`config.mk`:
```
export PLATFORM = sky130hd
export DESIGN_NAME = fft_sched
export DESIGN_NICKNAME = d
export VERILOG_FILES = /design/src/rtl/fft_sched.sv
export SDC_FILE = /design/constraint.sdc
export NUM_CORES = 1
export LEC_CHECK = 0
export CAP_MARGIN = 25
export CELL_PAD_IN_SITES_DETAIL_PLACEMENT = 1
export CELL_PAD_IN_SITES_GLOBAL_PLACEMENT = 2
export CORE_ASPECT_RATIO = 1.5
export CORE_MARGIN = 10
export CORE_UTILIZATION = 16
export DETAILED_ROUTE_END_ITERATION = 10
export GPL_ROUTABILITY_DRIVEN = 0
export HOLD_SLACK_MARGIN = 0.05
export PLACE_DENSITY = 0.93
export SLEW_MARGIN = 0
export SYNTH_ARGS = -nofsm -noshare
export SYNTH_HDL_FRONTEND = slang
export SYNTH_SLANG_ARGS = --single-unit
export TNS_END_PERCENT = 10
```
`constraint.sdc`:
```
create_clock -name i_clk -period 5.45 [get_ports i_clk]
set_input_delay 1.09 -clock i_clk [delete_from_list [all_inputs] [get_ports i_clk]]
set_output_delay 1.09 -clock i_clk [all_outputs]
set_load 0.005 [all_outputs]
```
`src/rtl/fft_sched.sv`:
```
// fft_sched: FFT frame scheduler sharing one sample RAM between bridge and engine; define FFT_SCHED_ERR_EN for a sticky access-violation flag
module fft_sched (
    input  logic        i_clk,
    input  logic        i_rst,
    input  logic        i_DATA_LOADED,
    input  logic [11:0] i_SAMPLES_NUMBER,
    input  logic        i_BR_WRITE,
    input  logic        i_BR_READ,
    input  logic [11:0] i_BR_INDEX,
    input  logic [15:0] i_BR_SAMPLE,
    input  logic        i_ENG_WRITE,
    input  logic        i_ENG_READ,
    input  logic [11:0] i_ENG_INDEX,
    input  logic [15:0] i_ENG_SAMPLE,
    input  logic        i_STAGE_DONE,
    input  logic        i_UNLOAD_DONE,
    output logic [11:0] o_RAM_ADDR,
    output logic [15:0] o_RAM_WDATA,
    output logic        o_RAM_WE,
    output logic        o_RAM_RE,
    output logic        o_STAGE_START,
    output logic [3:0]  o_STAGE_NUM,
    output logic        o_CALC_END,
    output logic        o_BUSY,
    output logic        o_ERR
);
    typedef enum logic [1:0] {S_LOAD, S_START, S_CALC, S_UNLOAD} state_t;
    state_t     state, state_n;
    logic [3:0] stage, stage_n, stages, stages_n;
    logic       br_own, eng_own;

    function automatic logic [3:0] floor_log2(input logic [11:0] n);
        floor_log2 = 4'd0;
        for (int i = 1; i < 12; i++)
            if (n[i]) floor_log2 = 4'(i);
    endfunction

    assign br_own  = state == S_LOAD || state == S_UNLOAD;
    assign eng_own = state == S_CALC;

    // next state: frame load, one start cycle per stage, stage run, result read-out
    always_comb begin
        state_n  = state;
        stage_n  = stage;
        stages_n = stages;
        case (state)
            S_LOAD: if (i_DATA_LOADED) begin
                stages_n = floor_log2(i_SAMPLES_NUMBER);
                stage_n  = 4'd0;
                state_n  = stages_n != 4'd0 ? S_START : S_UNLOAD;
            end
            S_START: state_n = S_CALC;
            S_CALC: if (i_STAGE_DONE) begin
                state_n = stage == stages - 4'd1 ? S_UNLOAD : S_START;
                stage_n = stage == stages - 4'd1 ? stage : stage + 4'd1;
            end
            S_UNLOAD: if (i_UNLOAD_DONE) state_n = S_LOAD;
            default: state_n = S_LOAD;
        endcase
    end

    // state and status outputs registered from the next state so they track the current state exactly
    always_ff @(posedge i_clk or posedge i_rst) begin
        if (i_rst) begin
            state         <= S_LOAD;
            stage         <= 4'd0;
            stages        <= 4'd0;
            o_STAGE_START <= 1'b0;
            o_STAGE_NUM   <= 4'd0;
            o_CALC_END    <= 1'b0;
            o_BUSY        <= 1'b0;
        end else begin
            state         <= state_n;
            stage         <= stage_n;
            stages        <= stages_n;
            o_STAGE_START <= state_n == S_START;
            o_STAGE_NUM   <= stage_n;
            o_CALC_END    <= state_n == S_UNLOAD;
            o_BUSY        <= state_n == S_START || state_n == S_CALC;
        end
    end

    // zero-latency RAM mux; the start cycle has no owner so both strobes stay low
    always_comb begin
        o_RAM_ADDR  = eng_own ? i_ENG_INDEX : i_BR_INDEX;
        o_RAM_WDATA = eng_own ? i_ENG_SAMPLE : i_BR_SAMPLE;
        o_RAM_WE    = !i_rst && (br_own ? i_BR_WRITE : eng_own && i_ENG_WRITE);
        o_RAM_RE    = !i_rst && (br_own ? i_BR_READ : eng_own && i_ENG_READ);
    end

`ifdef FFT_SCHED_ERR_EN
    logic viol;
    assign viol = (!br_own && (i_BR_WRITE || i_BR_READ)) || (!eng_own && (i_ENG_WRITE || i_ENG_READ));

    // sticky violation flag, cleared when a finished frame hands the RAM back for loading
    always_ff @(posedge i_clk or posedge i_rst) begin
        if (i_rst)
            o_ERR <= 1'b0;
        else if (state == S_UNLOAD && i_UNLOAD_DONE)
            o_ERR <= 1'b0;
        else if (viol)
            o_ERR <= 1'b1;
    end
`else
    assign o_ERR = 1'b0;
`endif
endmodule

```
Word level (Yosys, flattened, before mapping) --
Cells that the tools add are included.
Operators by class: add/sub/neg operators 2, eq/ne operators 10, mux-type cells 27, reduce and logical (&&, ||, !) cells 12
Operator list (number):
- $mux W4 | 15
- $mux W16 | 1
- $mux W12 | 1
- $mux W2 | 5
- $eq A2 B2 Y1 const B | 4
- $pmux W2 S4 | 1
- $pmux W4 S2 | 1
- $ne A2 B2 Y1 const B | 3
- $add A4 B1 Y4 const B | 1
- $eq A2 B1 Y1 const B | 2
- $eq A4 B4 Y1 | 1
- $logic_and A1 B1 Y1 | 4
- $reduce_and A4 Y1 | 1
- $reduce_bool A4 Y1 | 1
- $sub A4 B1 Y4 const B | 1
- $mux W1 | 3
- $logic_not A2 Y1 | 1
- $logic_or A1 B1 Y1 | 2
- $reduce_and A2 Y1 | 1
- $reduce_bool A2 Y1 | 1
- $logic_not A1 Y1 | 1
Storage, ports and cells: bits in registers 13, bits of input ports 77, output and inout bits 38, word-level logic and storage cells 57

Logic depth before layout (Yosys ltp) --
Gate-level depths: netlist of run 1.
depth in word-level cells 19, gate-level depth with buffers 9, mapped depth without buffers 8

Worst setup path before layout of run 1 --
OpenSTA, ideal clock, no wires.
kind register to output, from register state[0], to output port o_RAM_ADDR[0], arrival time 1.488 ns, data required time 4.360 ns, setup slack 2.872 ns, stages on the path, launching flop included 6, path buffers 2, cells stage by stage dfrtp_1 inv_1 ha_1 clkbuf_8 clkbuf_1 mux2_2
Between the ends: word-level cells in the longest chain between the ends 2
RTL lines:
- start: declaration | line 28 | state_t state, state_n;
- start signal: assignment | line 73 | state <= state_n;
- $eq A2 B2 Y1 | line 39 | assign eng_own = state == S_CALC;
- $mux W12 | line 85 | o_RAM_ADDR = eng_own ? i_ENG_INDEX : i_BR_INDEX;
- end: declaration | line 17 | output logic [11:0] o_RAM_ADDR,
No other way between the ends.

Worst setup path after layout of run 1 --
from register state[0], to output port o_RAM_ADDR[11]
The elaborated chain is that of the path after synthesis.

==> impl_results.md, run 1 <==
- Worst Path Required: around 4.4 ns
- Startpoint types: flip-flop
- Area fraction of the dominant cell type after synthesis: 0.264
- Vias in the first global route: between 1500 and 2000
- Core Area: 7560 um2
- CTS Hold Bufs: 0
- Later-pin clock latency in the skew report: about 0.24 ns
- Post-route insts no fill: around 350
- Final period utilization: 0.653
- CP endpoint kind: output port
- Static leakage: 0.988 nW
- RSZ-0062 raised after global routing: false
- Asr flop ratio synth: 1.00
- Remaining DRCs: 0
- Multi-input gate area: 821 um2
- # setup viols final: 0
- Max stage delay on crit path: roughly 0.47 ns
- Rel. slew slack: 0.603
- Std-Cell Rows: 39
- Cell Chain, Critical Path: inv_1, ha_1, buf_4, mux2_2, clkdlybuf4s50_1
- Seq cells post-synth: 13
- Max-Cap Viols: 0
- Nets: 329
- Top post-synthesis cells by area: dfrtp_1 26%, mux2_2 26%, ha_1 7.1%
- Main synth FF type: dfrtp_1
- Final hold vios: 0
- Vias: about 1500
- CP max stage cell: clkdlybuf4s50_1
- Ant. Diodes: 0
- Fin area: roughly 2500 um2
- Die area: around 12000 um2
- Cts bufs inserted: 3
- First-pass DRT Iterations: 4
- Clock Skew: 0.000893 ns
- Most frequent cells after synthesis: 28 x mux2_2, 13 x dfrtp_1, 12 x inv_1
- FF/Latch Area: roughly 330 um2
- First-pass GRT wire length: roughly 9000 um
- Setup bufs post-CTS: 0
- Synth area leader: dfrtp_1
- Synthesized net count: approximately 220
- CP Buf/Inv Count: 3
- HP Class: flip-flop to flip-flop
- Clock-pin slew on the worst setup and hold paths: ~0.040 ns
- Count leader, synth: mux2_2
- WP data arrival: around 2.5 ns
- Tot GR Track Use: 0.0949
- Iter 0 DRT Violations: 20
- Yosys warning total: 0
- Mapped Area: approximately 1200 um2
- Setup CP Type: flip-flop to output port
- Io pins: ~120
- TritonCTS clock tree: done
- Tmin final: 3.56 ns
- Largest net degree at the start of global routing: 28
- Worst hold margin: about 0.53 ns
- Post-synth EDFFs: 0
- Grt ovf: 0
- Synth cell types: 33
- Worst-case clock buffer depth: 2
- Vias per cell: 4.23
- Critical path peak fanout: 27
- Syn Inst Count: between 100 and 150
- Tightest Pin Transition: between 0.5 and 0.6 ns
- Die outline width: about 92 um
- Syn avg cell area: about 9.3 um2
- Peak supply drop: 134 uV
- H-tree level count: 1
- Initial antenna violation count: 0
- TNS Setup: 0 ns
- Setup WS post-layout: between 1.5 and 2 ns
- Port buffer count: 112
- Root Driver: clkbuf_16
- Layout cell share with drive strength beyond 1: 0.143
- Syn-to-layout area delta: 105%
- Max Fclk: around 280 MHz
- Fillers: approximately 870
- Pwr dens: approximately 350 nW/um2
- Initial Util: 0.163
- Number of routed nets with antenna violations: 0
- Cell total after placement: between 300 and 400
- WL final: 5690 um
- Post-DP Area: ~2400 um2
- Drt wl/cell: around 16 um
- CTS resizes: 0
- Slew Viols, Final: 0
- Pre-CTS setup slack: approximately 2 ns
- Detail Placement HPWL: about 5000 um
- Die height: between 100 and 150 um
- Fraction of the yosys area taken by sequential cells: 0.264
- Delay-heaviest family, CP: buffers and inverters
- Status: finished, final reports clean
- CTS Sinks: 13
-- layout make-up --
cell class,count,share of cell area
timing repair buffer,113,0.447
sequential,13,0.129
inverter,12,0.0178
clock buffer,4,0.0312
multi-input combinational,102,0.325
tap,102,0.0505
-- routing by layer --
metal | vias up | routed length [um] | GRT usage | share of wire
li1 | 697 | - | - | -
met1 | 670 | 1820 | 0.0780 | 0.32
met2 | 92 | 2770 | 0.167 | 0.49
met3 | 5 | 1060 | 0.0838 | 0.19
met4 | 0 | 41 | 0.0191 | 0.0072
met5 | - | 0 | 0 | 0
-- cells in the final DEF, fill, tap and decap left out --
cell type and count:
a2111oi_0 1, a21oi_1 8, a221oi_1 2, buf_4 1, clkbuf_1 1, clkbuf_16 3
clkdlybuf4s50_1 112, conb_1 1, dfrtp_1 13, ha_1 7, inv_1 12, mux2_2 28
nand2_1 6, nand2b_1 5, nand3_1 4, nand4_1 1, nor2_1 7, nor3_1 1
nor3b_4 1, nor4_1 2, nor4bb_1 1, o211ai_1 3, o21ai_0 4, o21ai_1 1
o22ai_1 1, o31ai_1 4, o41ai_1 1, or2_2 1, or2b_1 1, or2b_2 1
or3_1 2, or4_1 2, xnor2_1 3, xor2_1 3
-- stage by stage --
step / power, mW / utilization
CTS: 0.919 / 0.334
global route: 0.980 / 0.334
detailed placement: 0.773 / 0.324
floorplan: 0.486 / -
global placement: 0.757 / 0.324
finish: 0.895 / 0.334
-- state kept, by name, indices dropped and copies added (netlist names) --
name	count
o_BUSY	1
o_CALC_END	1
o_STAGE_START	1
stage	4
stages	4
state	2
-- worst reg2reg max path: stages, from the launching register on --
cell	delay (ns)
dfrtp_1	0.42
inv_1	0.10
ha_1	0.43
nand3_1	0.23
nor4bb_1	0.40
o211ai_1	0.19
ha_1	0.31
inv_1	0.03
-- report_power, final --
part           total [mW]  switching [mW]  internal [mW]
logic               0.592           0.249          0.343
registers           0.166          0.0325          0.134
clock network       0.137          0.0382         0.0985
-- logic make-up after synthesis --
| kind of cell | Yosys count | synth area share |
|---|---|---|
| buf+inv | 17 | 0.0710 |
| fa+ha+maj | 7 | 0.0710 |
| other cells | 1 | 0.00304 |
| xor+xnor | 6 | 0.0426 |
| compound gates | 25 | 0.129 |
| simple gates | 35 | 0.164 |
| mux | 28 | 0.256 |
| flops | 13 | 0.264 |
-- path summary, 6_finish.rpt --
check                                 end  slack, ns  startpoint  cells past startpoint
max                        o_RAM_ADDR[11]       1.89    state[0]                      5
min                             stages[3]       0.53   stages[3]                      2
max reg2reg                        o_BUSY       3.23    state[0]                      7
min reg2reg                     stages[3]       0.53   stages[3]                      2
max in group asynchronous       stages[0]       3.79       i_rst                      2
min in group asynchronous        stage[1]       1.29       i_rst                      2
Power figures use the tool's default switching activity.
==> run 2, diff against run 1 <==
Settings changed: CORE_UTILIZATION 16 to 14, PLACE_DENSITY 0.93 to 0.87.
Clock period 5.45 ns to 2.9 ns, I/O delays scaled along.
==> run 2 against run 1 <==
  * Via count fell by 0.75%
  * Sequential share of layout area fell by 0.070 points
  * Cell count rose by 1.7%
  * Worst hold slack improved by 0.0024 ns
  * Design area rose by 0.55%
  * Critical endpoint is now o_RAM_WDATA[4]
  * Combinational power rose by 89%
==> impl_results.md, run 2 (synthesis gave the netlist of run 1 again) <==
- Status: finished, final reports clean
- Initial Util: 0.145
- Most frequent cells in the layout: 112 x clkdlybuf4s50_1, 28 x mux2_2, 13 x dfrtp_1
- Pwr dens: 664 nW/um2
- First-pass DRT Iterations: 4
- Critical Path End: o_RAM_WDATA[4]
- WL final: around 5500 um
- Worst hold margin: 0.533 ns
- Fillers: ~1000
- Initial antenna violation count: 0
- Setup WS post-layout: roughly 0.22 ns
- Pre-CTS setup slack: roughly 0.42 ns
- CP startpoint: state[0]
- Most common cell after layout, fill and taps aside: clkdlybuf4s50_1
- Top Usage Layer GRT: met2
- Worst Path Required: ~2.3 ns
- Startpoint types: flip-flop
- Slew Viols, Final: 0
- WP data arrival: 2.10 ns
- TNS Setup: 0 ns
- Grt ovf: 0
- Io pins: approximately 120
- Vias in the first global route: 1759
- CTS resizes: 0
- RR Endpoint: o_BUSY
- Final period utilization: 0.925
- First-pass GRT wire length: between 8000 and 9000 um
- Die area: around 13000 um2
- FF-to-FF setup slack: approximately 0.65 ns
- Cell total after placement: about 350
- Fin area: around 2500 um2
- Die outline width: just under 100 um
- CTS Hold Bufs: 0
- Later-pin clock latency in the skew report: 0.24 ns
- Peak supply drop: approximately 280 uV
- WP depth: 5
- Core Area: 8520 um2
- GR Util met1: 0.0579
- Max-Cap Viols: 0
- Worst r2r src: state[0]
- Layout cell share with drive strength beyond 1: 0.147
- Ant. Diodes: 0
- FF-to-FF path depth: 9
- Root Driver: clkbuf_16
- Nets: between 300 and 400
- TritonCTS clock tree: done
- Routing usage on met2: 0.146
- Max stage delay on crit path: between 0.4 and 0.5 ns
- Tmin final: between 2 and 3 ns
- Final hold vios: 0
- Rel. slew slack: 0.550
- Top flop regs: stage: 4 flops, stages: 4 flops, state: 2 flops
- Delay-heaviest family, CP: buffers and inverters
- Global-route track usage on met3: 0.0695
- Post-route insts no fill: 352
- Vias: about 1500
- Tot GR Track Use: 0.0788
- RSZ-0062 raised after global routing: false
- H-tree level count: 1
- Max Fclk: 373 MHz
- Port buffer count: roughly 110
- Largest net degree at the start of global routing: 28
- Drt wl/cell: approximately 16 um
- CP max stage cell: clkdlybuf4s50_1
- Post-DP Area: between 2000 and 2500 um2
- Clock Skew: 0.00228 ns
- HP Class: flip-flop to flip-flop
- Setup CP Type: flip-flop to output port
- CP Buf/Inv Count: 3
- Number of routed nets with antenna violations: 0
- Worst-case clock buffer depth: 2
- Clock-pin slew on the worst setup and hold paths: ~0.04 ns
- Syn-to-layout area delta: 106%
- CP endpoint kind: output port
- Cts bufs inserted: 3
- Std-Cell Rows: slightly above 40
- Remaining DRCs: 0
- CTS Sinks: 13
- Detail Placement HPWL: 4840 um
- Cell Chain, Critical Path: inv_1, ha_1, buf_4, mux2_2, clkdlybuf4s50_1
- Static leakage: between 0.9 and 1 nW
- Critical path peak fanout: 27
- Die height: around 130 um
- Setup bufs post-CTS: 0
- Tightest Pin Transition: approximately 0.66 ns
- Iter 0 DRT Violations: 36
- Vias per cell: a little over 4
- # setup viols final: 0
run 2: where the power goes:
part / internal, mW / leakage [nW] / switching (mW) / total [mW]
clock network: 0.185 / 0.0382 / 0.0730 / 0.258
registers: 0.252 / 0.165 / 0.0614 / 0.313
logic: 0.649 / 0.790 / 0.466 / 1.12
total: 1.09 / 0.993 / 0.601 / 1.69
run 2: worst min path at each step:
stage / from / to / slack, ns / cells after the start
after floorplan: i_rst / o_BUSY / 0.46 / 1
after global placement: stages[3] / stages[3] / 0.51 / 2
after detailed placement: stages[2] / stages[2] / 0.53 / 2
after CTS: stages[2] / stages[2] / 0.54 / 2
after global routing: stages[2] / stages[2] / 0.57 / 2
final: stages[3] / stages[3] / 0.53 / 2
run 2: worst min-delay path, stage by stage (launching register included):
cell     delay, ns
dfrtp_1       0.36
nand2_1       0.05
o21ai_0       0.07
run 2: per-layer routing:
metal	wire length [um]	up-vias
met5	0	-
met4	45	0
met3	996	4
met2	2760	81
met1	1660	671
li1	-	697
run 2: cell type report:
cell class,instances,area [um2],share of cell area
tap,107,134,0.0527
timing repair buffer,114,1140,0.447
clock buffer,4,78.8,0.0310
inverter,12,45.0,0.0177
sequential,13,325,0.128
multi-input combinational,102,821,0.323
run 2: metrics by stage:
stage / power, mW / utilization
after detailed placement: 1.46 / 0.289
after floorplan: 0.913 / -
after global routing: 1.84 / 0.298
after global placement: 1.43 / 0.289
final: 1.69 / 0.298
after CTS: 1.73 / 0.298
